### src/rtl/csa_sched_pkg.sv
// Shared definitions for the carry-select add scheduler: chunk width,
// FSM state encoding, requester id type and the chunk-count helper.
package csa_sched_pkg;

  localparam int CHUNK = 4;

  typedef enum logic [1:0] {
    ST_IDLE = 2'd0,
    ST_RUN  = 2'd1,
    ST_DONE = 2'd2
  } state_e;

  typedef logic id_t;

  // Number of CHUNK-bit slices needed to cover a width-bit operand.
  function automatic int nch(input int width);
    return width / CHUNK;
  endfunction

endpackage

### src/rtl/csa_chunk4.sv
// Purely combinational 4-bit carry-select adder slice.
// Low two bits ripple from cin; the high two bits are precomputed for both
// possible carries into bit 2 and selected once that carry is known.
// Optional macro CSA_OVF_EN: also exposes the carry into bit 3 (c3_o) so the
// caller can derive signed overflow on the top chunk.
module csa_chunk4 (
  input  logic [3:0] a_i,
  input  logic [3:0] b_i,
  input  logic       cin_i,
  output logic [3:0] sum_o,
  output logic       cout_o
`ifdef CSA_OVF_EN
  ,
  output logic       c3_o
`endif
);

  logic [2:0] lo_sum;
  logic       c2;
  logic [2:0] hi_sum0;
  logic [2:0] hi_sum1;

  assign lo_sum  = {1'b0, a_i[1:0]} + {1'b0, b_i[1:0]} + {2'b00, cin_i};
  assign c2      = lo_sum[2];

  // Both candidate upper results; hi_sum1 assumes a carry into bit 2.
  assign hi_sum0 = {1'b0, a_i[3:2]} + {1'b0, b_i[3:2]};
  assign hi_sum1 = {1'b0, a_i[3:2]} + {1'b0, b_i[3:2]} + 3'd1;

  assign sum_o   = {(c2 ? hi_sum1[1:0] : hi_sum0[1:0]), lo_sum[1:0]};
  assign cout_o  = c2 ? hi_sum1[2] : hi_sum0[2];

`ifdef CSA_OVF_EN
  // Carry into bit 3 for each assumption on c2: generate vs. propagate of bit 2.
  assign c3_o    = c2 ? (a_i[2] | b_i[2]) : (a_i[2] & b_i[2]);
`endif

endmodule

### src/rtl/csa_add_scheduler.sv
// Two-requester scheduler sharing one 4-bit carry-select slice. Operands are
// added one chunk per clock, LSB chunk first, with the carry registered
// between chunks. Round-robin arbitration, valid/ready result channel.
// Optional macro CSA_OVF_EN: adds rsp_ovf, the signed overflow of the sum.
module csa_add_scheduler
  import csa_sched_pkg::*;
#(
  parameter int WIDTH = 16
) (
  input  logic             clk,
  input  logic             rst_n,
  input  logic             req0_valid,
  output logic             req0_ready,
  input  logic [WIDTH-1:0] req0_a,
  input  logic [WIDTH-1:0] req0_b,
  input  logic             req0_cin,
  input  logic             req1_valid,
  output logic             req1_ready,
  input  logic [WIDTH-1:0] req1_a,
  input  logic [WIDTH-1:0] req1_b,
  input  logic             req1_cin,
  output logic             rsp_valid,
  input  logic             rsp_ready,
  output logic             rsp_id,
  output logic [WIDTH-1:0] rsp_sum,
  output logic             rsp_cout,
`ifdef CSA_OVF_EN
  output logic             rsp_ovf,
`endif
  output logic             busy
);

  localparam int NCH = nch(WIDTH);
  localparam int KW  = $clog2(NCH);

  state_e           state_q;
  id_t              prio_q;
  id_t              id_q;
  logic [WIDTH-1:0] a_q;
  logic [WIDTH-1:0] b_q;
  logic [WIDTH-1:0] sum_q;
  logic             carry_q;
  logic             cout_q;
  logic [KW-1:0]    k_q;

  id_t              grant_id;
  logic             any_valid;
  logic             last_chunk;
  logic [CHUNK-1:0] slice_a;
  logic [CHUNK-1:0] slice_b;
  logic [CHUNK-1:0] slice_sum;
  logic             slice_cout;

`ifdef CSA_OVF_EN
  logic             ovf_q;
  logic             slice_c3;
`endif

  // Round-robin grant: prio breaks ties, a lone requester always wins.
  assign any_valid  = req0_valid | req1_valid;
  assign grant_id   = (req0_valid && req1_valid) ? prio_q : id_t'(req1_valid);
  assign req0_ready = (state_q == ST_IDLE) && req0_valid && (grant_id == 1'b0);
  assign req1_ready = (state_q == ST_IDLE) && req1_valid && (grant_id == 1'b1);

  // Current chunk of the captured operands feeds the shared slice.
  assign slice_a    = a_q[k_q*CHUNK +: CHUNK];
  assign slice_b    = b_q[k_q*CHUNK +: CHUNK];
  assign last_chunk = (k_q == KW'(NCH - 1));

  csa_chunk4 u_slice (
    .a_i    (slice_a),
    .b_i    (slice_b),
    .cin_i  (carry_q),
    .sum_o  (slice_sum),
`ifdef CSA_OVF_EN
    .c3_o   (slice_c3),
`endif
    .cout_o (slice_cout)
  );

  // Single FSM: accept in IDLE, one chunk per cycle in RUN, hold result in DONE.
  always_ff @(posedge clk or negedge rst_n) begin
    if (!rst_n) begin
      state_q <= ST_IDLE;
      prio_q  <= 1'b0;
      id_q    <= 1'b0;
      a_q     <= '0;
      b_q     <= '0;
      sum_q   <= '0;
      carry_q <= 1'b0;
      cout_q  <= 1'b0;
      k_q     <= '0;
`ifdef CSA_OVF_EN
      ovf_q   <= 1'b0;
`endif
    end else begin
      case (state_q)
        ST_IDLE: begin
          if (any_valid) begin
            a_q     <= grant_id ? req1_a : req0_a;
            b_q     <= grant_id ? req1_b : req0_b;
            // Loading cin here lets chunk 0 use the carry register like the rest.
            carry_q <= grant_id ? req1_cin : req0_cin;
            id_q    <= grant_id;
            prio_q  <= ~grant_id;
            k_q     <= '0;
            state_q <= ST_RUN;
          end
        end
        ST_RUN: begin
          sum_q[k_q*CHUNK +: CHUNK] <= slice_sum;
          carry_q <= slice_cout;
          if (last_chunk) begin
            cout_q  <= slice_cout;
`ifdef CSA_OVF_EN
            ovf_q   <= slice_c3 ^ slice_cout;
`endif
            k_q     <= '0;
            state_q <= ST_DONE;
          end else begin
            k_q <= k_q + 1'b1;
          end
        end
        ST_DONE: begin
          if (rsp_ready) begin
            state_q <= ST_IDLE;
          end
        end
        default: state_q <= ST_IDLE;
      endcase
    end
  end

  assign rsp_valid = (state_q == ST_DONE);
  assign busy      = (state_q != ST_IDLE);
  assign rsp_id    = id_q;
  assign rsp_sum   = sum_q;
  assign rsp_cout  = cout_q;
`ifdef CSA_OVF_EN
  assign rsp_ovf   = ovf_q;
`endif

endmodule

### config.mk
export PLATFORM = sky130hd
export DESIGN_NAME = csa_add_scheduler
export DESIGN_NICKNAME = d
export VERILOG_FILES = /design/src/rtl/csa_sched_pkg.sv /design/src/rtl/csa_chunk4.sv /design/src/rtl/csa_add_scheduler.sv
export SDC_FILE = /design/constraint.sdc
export NUM_CORES = 1
export LEC_CHECK = 0
export ABC_AREA = 1
export CORE_MARGIN = 5
export CORE_UTILIZATION = 48
export CTS_BUF_LIST = sky130_fd_sc_hd__clkbuf_4
export DETAILED_ROUTE_END_ITERATION = 7
export PLACE_DENSITY = 0.94
export SLEW_MARGIN = 20
export SYNTH_ARGS = -nofsm -noshare
export SYNTH_HDL_FRONTEND = slang
export SYNTH_SLANG_ARGS = --single-unit
### constraint.sdc
create_clock -name clk -period 3.5 [get_ports clk]
set_input_delay 0.525 -clock clk [delete_from_list [all_inputs] [get_ports clk]]
set_output_delay 0.525 -clock clk [all_outputs]
set_load 0.02 [all_outputs]
Word-level counts from Yosys, hierarchy flattened
Index checks and enable logic that the tools add are counted.
{"block": "op_classes", "n_reduce_logical": 12, "n_mux": 16, "bitwise": 2, "eq_ne": 6, "shift": 4, "n_addsub": 6}
{"operator": "4-bit negation with 34-bit output", "n": 1}
{"operator": "4-bit by 34-bit variable shift with 16-bit output (first input constant)", "n": 1}
{"operator": "4-bit by 34-bit variable part select with 16-bit output", "n": 1}
{"operator": "16-bit 2-to-1 mux", "n": 2}
{"operator": "16-bit by 5-bit variable part select with 4-bit output", "n": 2}
{"operator": "16-bit bitwise mux", "n": 1}
{"operator": "2-bit 2-to-1 mux", "n": 6}
{"operator": "2-bit by 2-bit adder with 3-bit output", "n": 2}
{"operator": "2-bit case mux with 3 select lines", "n": 1}
{"operator": "2-bit AND reduction", "n": 3}
{"operator": "1-bit logical AND", "n": 5}
{"operator": "2-bit == test (second input constant)", "n": 2}
{"operator": "1-bit 2-to-1 mux", "n": 4}
{"operator": "2-bit != test (second input constant)", "n": 2}
{"operator": "2-bit case mux with 2 select lines", "n": 1}
{"operator": "2-bit nonzero test", "n": 2}
{"operator": "3-bit by 1-bit adder with 3-bit output", "n": 1}
{"operator": "3-bit by 1-bit adder with 3-bit output (second input constant)", "n": 1}
{"operator": "3-bit AND reduction", "n": 1}
{"operator": "2-bit by 1-bit adder with 2-bit output (second input constant)", "n": 1}
{"operator": "2-bit by 1-bit == test with 1-bit output (second input constant)", "n": 1}
{"operator": "2-bit zero test", "n": 1}
{"operator": "2-bit by 1-bit != test with 1-bit output (second input constant)", "n": 1}
{"operator": "1-bit case mux with 2 select lines", "n": 1}
{"operator": "2 further kinds", "n": 2}
{"block": "word_totals", "inputBits": 71, "out_inout_bits": 22, "wordCells": 55, "register_bits": 56}

Depth between registers and ports, before layout
{"block": "logic_depth", "depth_word": 6, "depth_mapped": 15, "depth_no_buf": 14}

Hierarchy
Synthesis repeated with hierarchy kept, for this count alone.
{"block": "hier_totals", "hier_cells": 397, "hier_area_um2": 3129.3}
{"module": "csa_add_scheduler", "n_inst": 1, "cells_per_inst": 374, "area_per_inst_um2": 2969.1}
{"module": "csa_chunk4", "n_inst": 1, "cells_per_inst": 23, "area_per_inst_um2": 160.2}

Least setup slack after synthesis
No wires, ideal clock.
{"block": "synth_timing", "kind": "flip-flop to flip-flop", "startpoint": "register k_q[0]", "endpoint": "register sum_q[15], in the netlist rsp_sum[15]", "path_stages_with_launch": 14, "path_buffers": 1, "slack_ps": 1036, "period_less_slack_ps": 2464, "setup_time_ps": 129, "arrival_ps": 2335, "cell_sequence": "dfrtp_1 -> inv_1 -> clkbuf_1 -> o21ai_0 -> o22ai_1 -> ha_1 -> inv_1 -> fa_1 -> inv_1 -> ha_1 -> o21ai_0 -> inv_1 -> nand3_1 -> o21ai_0"}
{"block": "synth_via", "elab_chain_cells": 6}
{"element": "start: declaration", "line": "csa_add_scheduler.sv:44", "text": "logic [KW-1:0] k_q;"}
{"element": "start signal: assignment", "line": "csa_add_scheduler.sv:121", "text": "k_q <= k_q + 1'b1;"}
{"element": "16-bit by 5-bit variable part select with 4-bit output, on equally long branches", "line": "csa_add_scheduler.sv:66, csa_add_scheduler.sv:67"}
{"element": "2-bit by 2-bit adder with 3-bit output, on equally long branches", "line": "csa_chunk4.sv:27, csa_chunk4.sv:28, csa_chunk4.sv:23"}
{"element": "3-bit by 1-bit adder with 3-bit output, on equally long branches", "line": "csa_chunk4.sv:28, csa_chunk4.sv:23"}
{"element": "2-bit 2-to-1 mux", "line": "csa_chunk4.sv:30", "text": "assign sum_o = {(c2 ? hi_sum1[1:0] : hi_sum0[1:0]), lo_sum[1:0]};"}
{"element": "4-bit by 34-bit variable part select with 16-bit output", "line": "csa_add_scheduler.sv:111", "text": "sum_q[k_q*CHUNK +: CHUNK] <= slice_sum;"}
{"element": "16-bit bitwise mux *", "line": "csa_add_scheduler.sv:111"}
{"element": "end signal: indexed assignment", "line": "csa_add_scheduler.sv:111"}
{"element": "end: declaration", "line": "csa_add_scheduler.sv:41", "text": "logic [WIDTH-1:0] sum_q;"}
Mark *: on every way between the ends. The rest lies on a longest branch, timed or not.
A chain may end at the register's enable or synchronous reset.

Final worst setup path
{"block": "layout_timing", "startpoint": "register k_q[1]", "endpoint": "register sum_q[15], in the netlist rsp_sum[15]"}
Same word-level chain as after synthesis.

==> results by group <==
Power and ir drop
  • Cell area power density: 907 nW/µm²
  • Final Power: 3.57 mW
  • VDD IR max: 0.596 mV
  • Leakage: 1.71 nW

Logic synthesis
  • Sequential fraction of the synthesis area: 48.6%
  • Synth unique cells: 26
  • Syn Nets: 439
  • Top cell type's share of synthesized area: 48.6%
  • Yosys top cell by area: dfrtp_1
  • Avg Inst Size Synth: 8.07 µm²
  • Synthesis-stage register bit count: 56
  • Mapped Cells: 357
  • Top post-synthesis cells by area: dfrtp_1 49%, nand2_1 11%, a21oi_1 8.3%
  • Synthesis Warnings: 0
  • Synth Cell Area: 2880 µm²

STA
  • Slew @ Worst Pin: 679 ps
  • Hold WS: 165 ps
  • Fmax: 360 MHz
  • RSZ-0062 raised after global routing: no
  • Max-slew violations: 0
  • Fin crit share: 79.3%
  • Setup ws final: 725 ps
  • Final setup viols: 0
  • Final Hold Viols: 0
  • Skew final: 16.4 ps
  • TNS Setup: 0 ps
  • Worst slew margin: 54.8%
  • Final worst path period need: 2780 ps

Cells and area
  • Area delta synth->final: 36.5%
  • Antenna Cells: 0
  • Most frequent cells in the layout: 91 x clkdlybuf4s50_1, 82 x nand2_1, 56 x dfrtp_1
  • Nets: 527
  • Design area: 3940 µm²
  • Commonest non-fill, non-tap cell in the layout: clkdlybuf4s50_1
  • Fillers: 500
  • Share of cells above drive strength 1: 4.26%

Global route
  • Largest net degree at the start of global routing: 57
  • GR Overflow Total: 0
  • GRT Total Usage: 20.4%
  • First-pass GRT wire length: 12.4 mm
  • Initial antenna violation count: 0
  • Number of global-route vias before repair: 2735

CTS
  • Clk pin slew, worst setup/hold paths: 160 ps
  • H-tree levels: 2
  • Worst-Skew Late Latency: 380 ps
  • Clock Sinks: 56
  • Number of setup buffers added after CTS: 0
  • CTS tree: done
  • CTS Hold Buffers Added: 0
  • CTS max path bufs: 2
  • Total CTS buffers: 5
  • Cts repair resizes: 0
  • Root Buffer: clkbuf_4

Drt
  • WL final: 7.56 mm
  • WL/cell: 14.5 µm
  • Post-DRT Antenna Nets: 0
  • Total number of vias: 2741
  • TritonRoute pass-1 iters: 4
  • DRC: 0
  • DRT iter0 DRCs: 147
  • Vias/cell: 5.26

Worst setup path
  • CP arrival: 3050 ps
  • CP top delay family: adder cells
  • Worst-path fanout max: 12
  • Setup Crit Path Kind: reg2reg
  • Chain of cells forming the critical path: clkinv_1 -> o21ai_0 -> o22ai_1 -> ha_1 -> inv_1 -> fa_1 -> inv_1 -> ha_1 -> o21ai_0 -> inv_1 -> nand3_1 -> o21ai_0
  • Largest stage delay, worst path: 580 ps
  • CP Launch Type: flop
  • Critical path endpoint category: flop
  • Critical path data required time: 3780 ps
  • Worst Path Buf+Inv: 4
  • Slowest CP cell: dfrtp_1

Status
  • Status: finished clean

Placed design
  • Pre-CTS setup slack: 767 ps
  • GP Congestion: 0.855
  • HPWL after DPL: 5.84 mm
  • DP Area: 3850 µm²
  • I/O Buffers: 92

Die
  • IO Pins: 93
  • Die width: 87.5 µm
  • DIE AREA: 7660 µm²
  • Core footprint: 5890 µm²
  • Initial Utilization: 49.0%
  • Die Ht: 87.5 µm
  • Num rows: 28

Job
  • Max-Cap Viols: 0

Worst hold path
  • HP Class: in2async
-- Yosys cell counts, drive strengths merged --
library cell,number
a21boi,1
nand2,83
o21ai,42
o31ai,2
o22a,4
xnor2,1
fa,3
o21bai,1
nand3,18
o22ai,5
clkbuf,4
clkinv,1
nand3b,1
ha,8
nor2,50
inv,18
dfrtp,56
a21oi,48
buf,11
-- cell families (layout without fill, tap and decap cells) --
group	Yosys count	after routing	synth area share [%]
and+or+nand+nor	152	152	21.1
DFF	56	56	48.6
xor gates and xnor gates	1	1	0.304
buffers and inverters	34	123	5.03
adders and majority gates	11	11	5.56
AOI/OAI and AO/OA	103	103	19.4
-- where the power goes --
| group | switching (mW) | internal (mW) |
|---|---|---|
| Combinational | 1.27 | 0.814 |
| Clock | 0.198 | 0.158 |
| Sequential | 0.184 | 0.941 |
| Total | 1.66 | 1.91 |
-- routing by layer --
layer / share of wire [%] / up-vias / GRT usage, %
li1: - / 1357 / -
met1: 40 / 1287 / 25.3
met2: 52 / 80 / 36.5
met3: 5.7 / 17 / 2.65
met4: 2.4 / 0 / 6.56
met5: 0 / - / 0
-- path summary, 6_finish.rpt --
path	start	endpoint	slack [ps]	depth (start not counted)
max	k_q[1]	rsp_sum[15]	720	12
min	rst_n	rsp_sum[14]	170	1
max reg2reg	k_q[1]	rsp_sum[15]	720	12
min reg2reg	rsp_sum[0]	rsp_sum[0]	500	2
max in group asynchronous	rst_n	a_q[9]	2870	1
min in group clk	rsp_sum[0]	rsp_sum[0]	500	2
-- flip-flops by register name, summed over array words and instances (netlist names) --
name and count:
a_q 16, b_q 16, rsp_sum 16, k_q 2
state_q 2, carry_q 1, prio_q 1, rsp_cout 1
rsp_id 1
-- metrics by stage --
stage,utilization [%],cells
floorplan,-,357
global placement,65.5,513
detailed placement,65.5,513
CTS,66.9,521
global route,66.9,521
finish,66.9,521
-- final cells by class --
| type | instances | area, µm² | area share [%] |
|---|---|---|---|
| Multi-Input combinational cell | 267 | 1340 | 34.1 |
| Timing Repair Buffer | 96 | 948 | 24.1 |
| Inverter | 19 | 71.3 | 1.81 |
| Clock buffer | 6 | 45.0 | 1.14 |
| Sequential cell | 56 | 1400 | 35.6 |
| Clock inverter | 2 | 35.0 | 0.890 |
| Tap cell | 75 | 93.8 | 2.38 |
-- worst register-to-register path: stages, from the launching register on --
cell,delay [ps]
dfrtp_1,580
clkinv_1,380
o21ai_0,190
o22ai_1,100
ha_1,200
inv_1,70
fa_1,420
inv_1,70
ha_1,220
o21ai_0,160
inv_1,110
nand3_1,100
o21ai_0,90
(Power assumes the default switching activity.)
